[src/rtl/plic_lite.sv]
// plic_lite: small platform-level interrupt controller.
// Per-source level/edge gateways feed a priority/enable/threshold arbiter.
// Software claims the winning ID by reading the claim register and returns it
// by writing the same ID back (complete).
//
// Register port handshake: we and re are single-cycle strobes with no
// back-pressure. A read at edge c returns data on rdata after edge c (valid for
// the following cycle). If re and we coincide, the read executes and the write
// is dropped.
module plic_lite #(
    parameter int SOURCES   = 8,
    parameter int PRIO_BITS = 3,
    parameter int XLEN      = 32
) (
    input  logic               clk,
    input  logic               rst_n,
    input  logic [SOURCES-1:0] irq_src,
    input  logic [9:0]         addr,
    input  logic [XLEN-1:0]    wdata,
    input  logic               we,
    input  logic               re,
    output logic [XLEN-1:0]    rdata,
    output logic               exti
);
    localparam int IDW = 5;

    // Word offsets of the fixed registers
    localparam logic [7:0] W_PENDING   = 8'd32;   // 0x080
    localparam logic [7:0] W_ENABLE    = 8'd64;   // 0x100
    localparam logic [7:0] W_THRESHOLD = 8'd65;   // 0x104
    localparam logic [7:0] W_CLAIM     = 8'd66;   // 0x108
    localparam logic [7:0] W_MODE      = 8'd67;   // 0x10C

    logic [PRIO_BITS-1:0] prio_q [1:SOURCES];
    logic [PRIO_BITS-1:0] prio_d [1:SOURCES];
    logic [SOURCES:1]     enable_q, enable_d;
    logic [SOURCES:1]     mode_q, mode_d;
    logic [PRIO_BITS-1:0] thr_q, thr_d;
    logic [SOURCES:1]     pending_q, pending_d;
    logic [SOURCES:1]     in_flight_q, in_flight_d;
    logic [SOURCES:1]     held_q, held_d;
    logic [SOURCES-1:0]   src_prev_q;
    logic [IDW-1:0]       best_id_q, best_id_d;
    logic [PRIO_BITS-1:0] best_prio_q, best_prio_d;
    logic [XLEN-1:0]      rdata_q, rdata_d;

    logic [7:0]         word;
    logic               wr_en;
    logic               claim_fire;
    logic               cmp_write;
    logic [IDW-1:0]     cmp_id;
    logic [SOURCES-1:0] rise;
    logic               unused_ok;

    assign word       = addr[9:2];
    assign wr_en      = we & ~re;
    assign claim_fire = re && (word == W_CLAIM) && (best_id_q != '0);
    assign cmp_write  = wr_en && (word == W_CLAIM);
    assign cmp_id     = wdata[IDW-1:0];
    assign rise       = irq_src & ~src_prev_q;
    assign unused_ok  = ^{addr[1:0], wdata, best_prio_q};

    // Configuration register writes (priority, enable, threshold, mode)
    always_comb begin
        prio_d   = prio_q;
        enable_d = enable_q;
        thr_d    = thr_q;
        mode_d   = mode_q;
        if (wr_en) begin
            case (word)
                W_ENABLE:    enable_d = wdata[SOURCES:1];
                W_THRESHOLD: thr_d    = wdata[PRIO_BITS-1:0];
                W_MODE:      mode_d   = wdata[SOURCES:1];
                default: begin
                    for (int i = 1; i <= SOURCES; i++) begin
                        if (word == 8'(i)) prio_d[i] = wdata[PRIO_BITS-1:0];
                    end
                end
            endcase
        end
    end

    // Read mux; rdata is registered and returns to 0 when no read is issued
    always_comb begin
        rdata_d = '0;
        if (re) begin
            case (word)
                W_PENDING:   rdata_d = XLEN'({pending_q, 1'b0});
                W_ENABLE:    rdata_d = XLEN'({enable_q, 1'b0});
                W_THRESHOLD: rdata_d = XLEN'(thr_q);
                W_CLAIM:     rdata_d = XLEN'(best_id_q);
                W_MODE:      rdata_d = XLEN'({mode_q, 1'b0});
                default: begin
                    for (int i = 1; i <= SOURCES; i++) begin
                        if (word == 8'(i)) rdata_d = XLEN'(prio_q[i]);
                    end
                end
            endcase
        end
    end

    // Per-source gateways: pending / in_flight / edge_held next state
    always_comb begin
        pending_d   = pending_q;
        in_flight_d = in_flight_q;
        held_d      = held_q;
        for (int i = 1; i <= SOURCES; i++) begin
            logic busy;
            logic claim_i;
            logic cmp_i;
            busy    = pending_q[i] | in_flight_q[i];
            claim_i = claim_fire && (best_id_q == IDW'(i));
            cmp_i   = cmp_write && (cmp_id == IDW'(i)) && in_flight_q[i];
            if (mode_q[i]) begin
                // Edge: a new edge or a held edge raises pending once the
                // source is idle; an edge while busy is remembered once.
                if (!busy && (rise[i-1] || held_q[i])) begin
                    pending_d[i] = 1'b1;
                    held_d[i]    = 1'b0;
                end else if (busy && rise[i-1]) begin
                    held_d[i] = 1'b1;
                end
            end else begin
                if (!busy && irq_src[i-1]) pending_d[i] = 1'b1;
            end
            if (cmp_i) in_flight_d[i] = 1'b0;
            // Claim wins over a same-cycle source event
            if (claim_i) begin
                pending_d[i]   = 1'b0;
                in_flight_d[i] = 1'b1;
                if (mode_q[i] && rise[i-1]) held_d[i] = 1'b1;
            end
        end
        // Switching trigger mode discards any remembered edge
        if (wr_en && (word == W_MODE)) held_d = '0;
    end

    // Arbiter: highest priority above threshold, lowest ID on ties
    always_comb begin
        best_id_d   = '0;
        best_prio_d = '0;
        for (int i = 1; i <= SOURCES; i++) begin
            if (pending_q[i] && enable_q[i] && (prio_q[i] > thr_q)) begin
                if ((best_id_d == '0) || (prio_q[i] > best_prio_d)) begin
                    best_id_d   = IDW'(i);
                    best_prio_d = prio_q[i];
                end
            end
        end
    end

    // State registers
    always_ff @(posedge clk) begin
        if (!rst_n) begin
            for (int i = 1; i <= SOURCES; i++) prio_q[i] <= '0;
            enable_q    <= '0;
            mode_q      <= '0;
            thr_q       <= '0;
            pending_q   <= '0;
            in_flight_q <= '0;
            held_q      <= '0;
            src_prev_q  <= '0;
            best_id_q   <= '0;
            best_prio_q <= '0;
            rdata_q     <= '0;
        end else begin
            for (int i = 1; i <= SOURCES; i++) prio_q[i] <= prio_d[i];
            enable_q    <= enable_d;
            mode_q      <= mode_d;
            thr_q       <= thr_d;
            pending_q   <= pending_d;
            in_flight_q <= in_flight_d;
            held_q      <= held_d;
            src_prev_q  <= irq_src;
            best_id_q   <= best_id_d;
            best_prio_q <= best_prio_d;
            rdata_q     <= rdata_d;
        end
    end

    assign rdata = rdata_q;
    assign exti  = (best_id_q != '0);

endmodule
[config.mk]
export PLATFORM = sky130hd
export DESIGN_NAME = plic_lite
export DESIGN_NICKNAME = d
export VERILOG_FILES = /design/src/rtl/plic_lite.sv
export SDC_FILE = /design/constraint.sdc
export NUM_CORES = 1
export LEC_CHECK = 0
export CORE_MARGIN = 1
export CORE_UTILIZATION = 59
export CTS_CLUSTER_SIZE = 28
export DETAILED_ROUTE_END_ITERATION = 10
export PLACE_DENSITY = 0.87
export SLEW_MARGIN = 20
export SYNTH_ARGS = -nofsm -noshare
export SYNTH_HDL_FRONTEND = slang
export SYNTH_SLANG_ARGS = --single-unit
[constraint.sdc]
create_clock -name clk -period 19.9 [get_ports clk]
set_input_delay 3.98 -clock clk [delete_from_list [all_inputs] [get_ports clk]]
set_output_delay 3.98 -clock clk [all_outputs]
set_load 0.005 [all_outputs]
==> impl_results.md <==
* Initial antenna violation count at 0
* Crit start category: flop
* Achievable frequency at 0.09112 GHz
* Total grt overflow at 0
* Area of the die at 9762 µm²
* Fillers at 735
* Post-placement setup slack at 9.110 ns
* Post-synth EDFFs at 0
* Ys Warns at 0
* Cells after Synth at 678
* Dominant cells by area after synthesis: dfxtp_1 (32%), ha_1 (9.7%), a21oi_1 (5.6%), nand2_1 (5.3%), nor2_1 (4.9%)
* Slew @ Worst Pin at 0.9474 ns
* Worst EP arrival at 11.24 ns
* Gr usage total at 30.33%
* IO Count at 87
* Die W at 98.81 µm
* Post-route cell area at 6040 µm²
* Top-count cell post-synth: dfxtp_1
* Port buffer count at 38
* Final setup viols at 0
* H-tree depth at 3
* Part of the cycle the worst path needs at 55.15%
* Async S/R FF share, synth at 0%
* Cell Count Post-Placement at 796
* Clock latency on the worst-skew pair at 0.37 ns
* Post-CTS Resized at 0
* # clock sinks at 88
* DPL Wire Length at 10.91 mm
* Starting Density at 62.19%
* Hold Buf Count CTS at 0
* Register Area at 1762 µm²
* Clock skew at 0.01931 ns
* Synth cell count leaders: dfxtp_1 (88), nand2_1 (78), nor2_1 (72)
* P&R area growth vs syn at 9.233%
* Tmin final at 10.97 ns
* CP Capture Type: flop
* CTS Root Cell: clkbuf_8
* Largest net degree at the start of global routing at 44
* CTS max path bufs at 2
* Most used DFF post-synth: dfxtp_1
* Share of cells above drive strength 1 at 7.244%
* NumNets Final at 796
* Detailed Route Iter0 Violations at 384
* Leak at 2.199 nW
* Avg Inst Size Synth at 8.155 µm²
* Mapped Area at 5529 µm²
* RSZ-0062 raised after global routing: false
* Critical path required time at 20.17 ns
* Crit Path Category: reg2reg
* Pwr dens at 53.38 nW/µm²
* CP peak stage delay at 0.47 ns
* Final GP Congestion at 0.9676
* Final hold slack at 0.4731 ns
* Run status: completed
* First-pass GRT wire length at 23.40 mm
* Setup TNS at 0 ns
* DRT Pass-1 Iters at 5
* Hold Vio Cnt, Final at 0
* Worst vdd ir at 0.03076 mV
* WL/cell at 17.96 µm
* Number of core rows at 34
* Cell mode on critical path: ha_1
* DRT Wirelength at 14.59 mm
* Max-Cap Viols at 0
* Routed Antenna Nets at 0
* Overall Power at 322.4 µW
* Number of global-route vias before repair at 4796
* Yosys reg bits at 88
* End-of-flow core utilization at 67.93%
* Vias/cell at 6.430
* Core Box Area at 8891 µm²
* Post-synthesis cell type count at 71
* Slew Limit Headroom at 36.71%
* CTS tree: built
* Register area share after synthesis at 31.86%
* Cell taking the most area after synthesis: dfxtp_1
* Worst path slowest cell: o21ai_1
* DR vias at 5221
* Die Span Y at 98.81 µm
* Drt drc at 0
* HP Class: reg2reg
* Ant. Diodes at 0
* Final WS setup at 8.926 ns
* Placed Instance Area at 5853 µm²
* Crit-path max FO at 10
* Post-CTS Setup Bufs at 0
* Area of the multi-input gates at 3490 µm²
* Clock slew at reported path FFs at 0.10 ns
* Post-synth top area share at 31.86%
* Final slew viol count at 0
* Post-route insts no fill at 812
* CTS buffer count at 9
==> final cells by class <==
cell class | count | area share, %
clock inverters | 7 | 1.036
clock buffers | 9 | 2.051
flip-flops and latches | 88 | 29.17
inverters | 19 | 1.181
well taps | 108 | 2.237
repair buffers | 40 | 6.547
multi-input cells | 541 | 57.78
==> cell families (layout without fill, tap and decap cells) <==
logic type	Yosys count	after routing	synth area share [%]
simple gates	269	269	23.38
compound gates	182	182	23.31
flops	88	88	31.86
buf+inv	71	75	6.517
fa+ha+maj	43	43	9.731
mux	24	24	5.137
other cells	1	23	0.06782
==> layer usage <==
layer | track usage [%] | wire length, µm
met4 | 15.84 | 605
met3 | 5.887 | 1302
met2 | 51.10 | 7001
met5 | 0 | 0
met1 | 36.73 | 5676
==> layout by cell type, fill, tap and decap left out, types with 4 or more instances in the layout <==
cell	n
nor3_1	8
a22oi_1	14
clkbuf_8	9
o21ai_0	27
or2_2	4
conb_1	23
and2_1	10
mux2i_1	16
o22ai_1	5
inv_1	18
and3_1	6
o21ai_1	6
nand2_1	78
a222oi_1	6
o211a_1	4
a31oi_1	9
mux2_2	5
nand2b_1	5
a311oi_1	8
a21oi_1	62
ha_1	43
o21a_1	9
clkdlybuf4s50_1	38
nand3_1	47
nor2_1	72
nand4_1	4
dfxtp_1	88
nor2b_1	16
==> power by group <==
part,switching (mW),total (mW),internal (mW)
clock,0.0719,0.119,0.0476
sequential,0.00247,0.181,0.178
combinational,0.0138,0.0224,0.00861
==> critical path: cells and delay by family (launching register included) <==
family / cells / cell delay [ns]
AO/OA/AOI/OAI: 28 / 5.39
adder cells (fa/ha/maj): 8 / 2.42
buffers and inverters: 1 / 0.36
flip-flops: 1 / 0.33
multiplexers: 2 / 0.60
AND/OR/NAND/NOR: 11 / 1.76
==> sequential cells by signal, summed over array words and instances, names as in the netlist <==
signal       cells
best_id_q        4
enable_q         8
held_q           8
in_flight_q      8
mode_q           8
pending_q        8
prio_q          24
rdata            9
src_prev_q       8
thr_q            3
==> worst paths after layout <==
| kind | startpoint | endpoint | slack, ns | cells after the start |
|---|---|---|---|---|
| worst max-delay path | thr_q[2]$_SDFFE_PN0P_ | best_id_q[2]$_SDFF_PN0_ | 8.93 | 50 |
| worst min-delay path | prio_q[21]$_SDFFE_PN0P_ | prio_q[21]$_SDFFE_PN0P_ | 0.47 | 2 |
| worst max register to register | thr_q[2]$_SDFFE_PN0P_ | best_id_q[2]$_SDFF_PN0_ | 8.93 | 50 |
| worst min register to register | prio_q[21]$_SDFFE_PN0P_ | prio_q[21]$_SDFFE_PN0P_ | 0.47 | 2 |
(Power assumes the default switching activity.)
==> RTL edit (config.mk and constraints unchanged) <==
Make the reset (`rst_n`) asynchronous in one clocked block.
--- a/src/rtl/plic_lite.sv
+++ b/src/rtl/plic_lite.sv
@@ -152,3 +152,3 @@
     // State registers
-    always_ff @(posedge clk) begin
+    always_ff @(posedge clk or negedge rst_n) begin
         if (!rst_n) begin
Behaviour: differs if rst_n is asserted again (counterexample within 4 cycles, from zero or initial values and one cycle with rst_n low); with rst_n held inactive, the same outputs for 4 cycles.
==> RTL edit against the original RTL <==
- sequential cell count did not move
- sequential share of layout area up 5.5 points
- die area grew 2.9%
- first-iteration DRC count is 12% lower
- wire length down 2.1%
- setup slack got worse by 700 ps
- via count fell by 9.2%
- final area rose by 5.1%
- core utilization increased by 0.44 points
- critical path depth up 3
- area after synthesis grew 2.9%
- highest routed layer unchanged
Power is not compared: it rests on default switching activity, and its combinational part moved more than twofold at a synthesized area within 25%.
==> RTL edit: results (changes against the original RTL) <==
Timing:
- The tightest hold margin is 516 ps (was 473 ps).
- The final setup skew is 9.54 ps (was 19.3 ps).
- The slew at the pin closest to its max-slew limit is 837 ps (was 947 ps).

Hold path:
- The count of cells along the worst hold path is 1 (was 2).
- The source of the worst hold timing path is prio_q[21] (unchanged).
- The capture endpoint of the worst hold path is prio_q[21] (unchanged).

Synthesis:
- The number of unique standard cell types used by synthesis is 63 (was 71).
- The share of cell area taken by muxes after synthesis is 10.5% (was 5.14%).
- The proportion of register bits with asynchronous set or reset after synthesis is 100% (was 0%).
- The sequential cell area fraction in the yosys report was 38.7% (was 31.9%).
- The mean instance size in the synthesized netlist is 9.76 sq um (was 8.15 sq um).
- The synthesized-area fraction occupied by ao, oa, aoi and oai cells is 18.8% (was 23.3%).
- Area contributors post-synth: dfrtp_1 39%, ha_1 9.5%, mux2_2 8.9% (was dfxtp_1 32%, ha_1 9.7%, a21oi_1 5.6%).
- The arithmetic-cell share of the synthesized area counting full adders, half adders and majority gates came to 9.45% (was 9.73%).

Detailed routing:
- The total wire length is 14300 um (was 14600 um).
- The number of detailed-routing iterations run before antenna repair is 6 (was 5).
- The number of vias per cell after detailed routing is 6.28 (was 6.43).
- The number of violations reported at the end of detailed-routing iteration 0 is 338 (was 384).

Worst setup path:
- The flop-to-flop setup slack is 8230 ps (was 8930 ps).
- The source of the worst register-to-register timing path is thr_q[1] (was thr_q[2]).
- The endpoint of the lowest-slack register-to-register path is best_id_q[3] (was best_id_q[2]).
- The delay of the slowest critical-path stage is 590 ps (was 470 ps).
- The number of cell instances on the worst register-to-register path was 53 (was 50).
- The slowest stage cell on the critical path is a21oi_1 (was o21ai_1).
- The arrival time of data at the critical path endpoint is 11940 ps (was 11240 ps).
- The largest driver fanout on the critical path is 9 (was 10).

Global routing:
- The met1 routing resource usage after global routing is 37.7% (was 36.7%).
- The routing usage on met3 came to 5.64% (was 5.89%).
- The fraction of met2 tracks used by global routing is 51.9% (was 51.1%).
- The wire length of the first global-routing pass is 23600 um (was 23400 um).
- The maximum number of pins on one net before global-route repair is 87 (was 44).
- The aggregate global-route resource usage was 30.5% (was 30.3%).
- The number of global-route vias before repair is 4754 (was 4796).

Final layout:
- The proportion of final cell area spent on non-clock buffers came to 6.84% (was 6.55%).
- The proportion of cell area spent on the clock network was 3.19% (was 3.09%).
- The final-layout clock buffer total came to 10 (was 9).
- The total number of nets in the final design is 718 (was 796).
- The share of layout cells above drive strength 1 is 14.2% (was 7.24%).
- The multi-input logic portion of the cell area is 51.1% (was 57.8%).
- The sequential cell area share was 34.7% (was 29.2%).
- The number of signal-net inverters in the final layout is 27 (was 19).
- The layout filler cell count is 688 (was 735).
- The non-clock buffer count in the final layout is 45 (was 40).
- The multi-input combinational cell count is 450 (was 541).
- The area added between synthesis and finish is 11.5% (was 9.23%).

Place:
- The final weighted congestion in routability-driven placement is 0.901 (was 0.968).
- The post-DP HPWL is 10500 um (was 10900 um).
- The post-place instance area came to 6130 sq um (was 5850 sq um).

Status:
- Status: completed (unchanged).

Clock network:
- The number of buffers on the longest clock path is 2 (unchanged).
-- RTL edit: stage by stage --
step | instances | worst slack [ps]
floorplan | 605 | 9900
global placement | 739 | 8790
detailed placement | 739 | 8390
CTS | 755 | 8320
global route | 755 | 7660
finish | 755 | 8230
-- RTL edit: report_power, final --
group,switching [W],internal [W]
combinational,0.0000300,0.0000236
clock,0.0000708,0.0000601
sequential,0.00000594,0.000185
-- RTL edit: worst max path at each step --
stage / start / slack (ps) / endpoint / depth (start not counted)
3_3_place_gp: thr_q[1] / 8790 / best_id_q[3] / 53
5_1_grt: thr_q[2] / 7660 / best_id_q[3] / 52
4_1_cts: thr_q[1] / 8320 / best_id_q[3] / 53
2_1_floorplan: thr_q[1] / 9900 / best_id_q[3] / 53
3_5_place_dp: thr_q[1] / 8390 / best_id_q[3] / 53
6_report: thr_q[1] / 8230 / best_id_q[3] / 53
-- RTL edit: layer usage --
metal	share of wire [%]	wire, um
met5	0	0
met4	3.6	518
met3	6.7	960
met2	49	7050
met1	40	5750
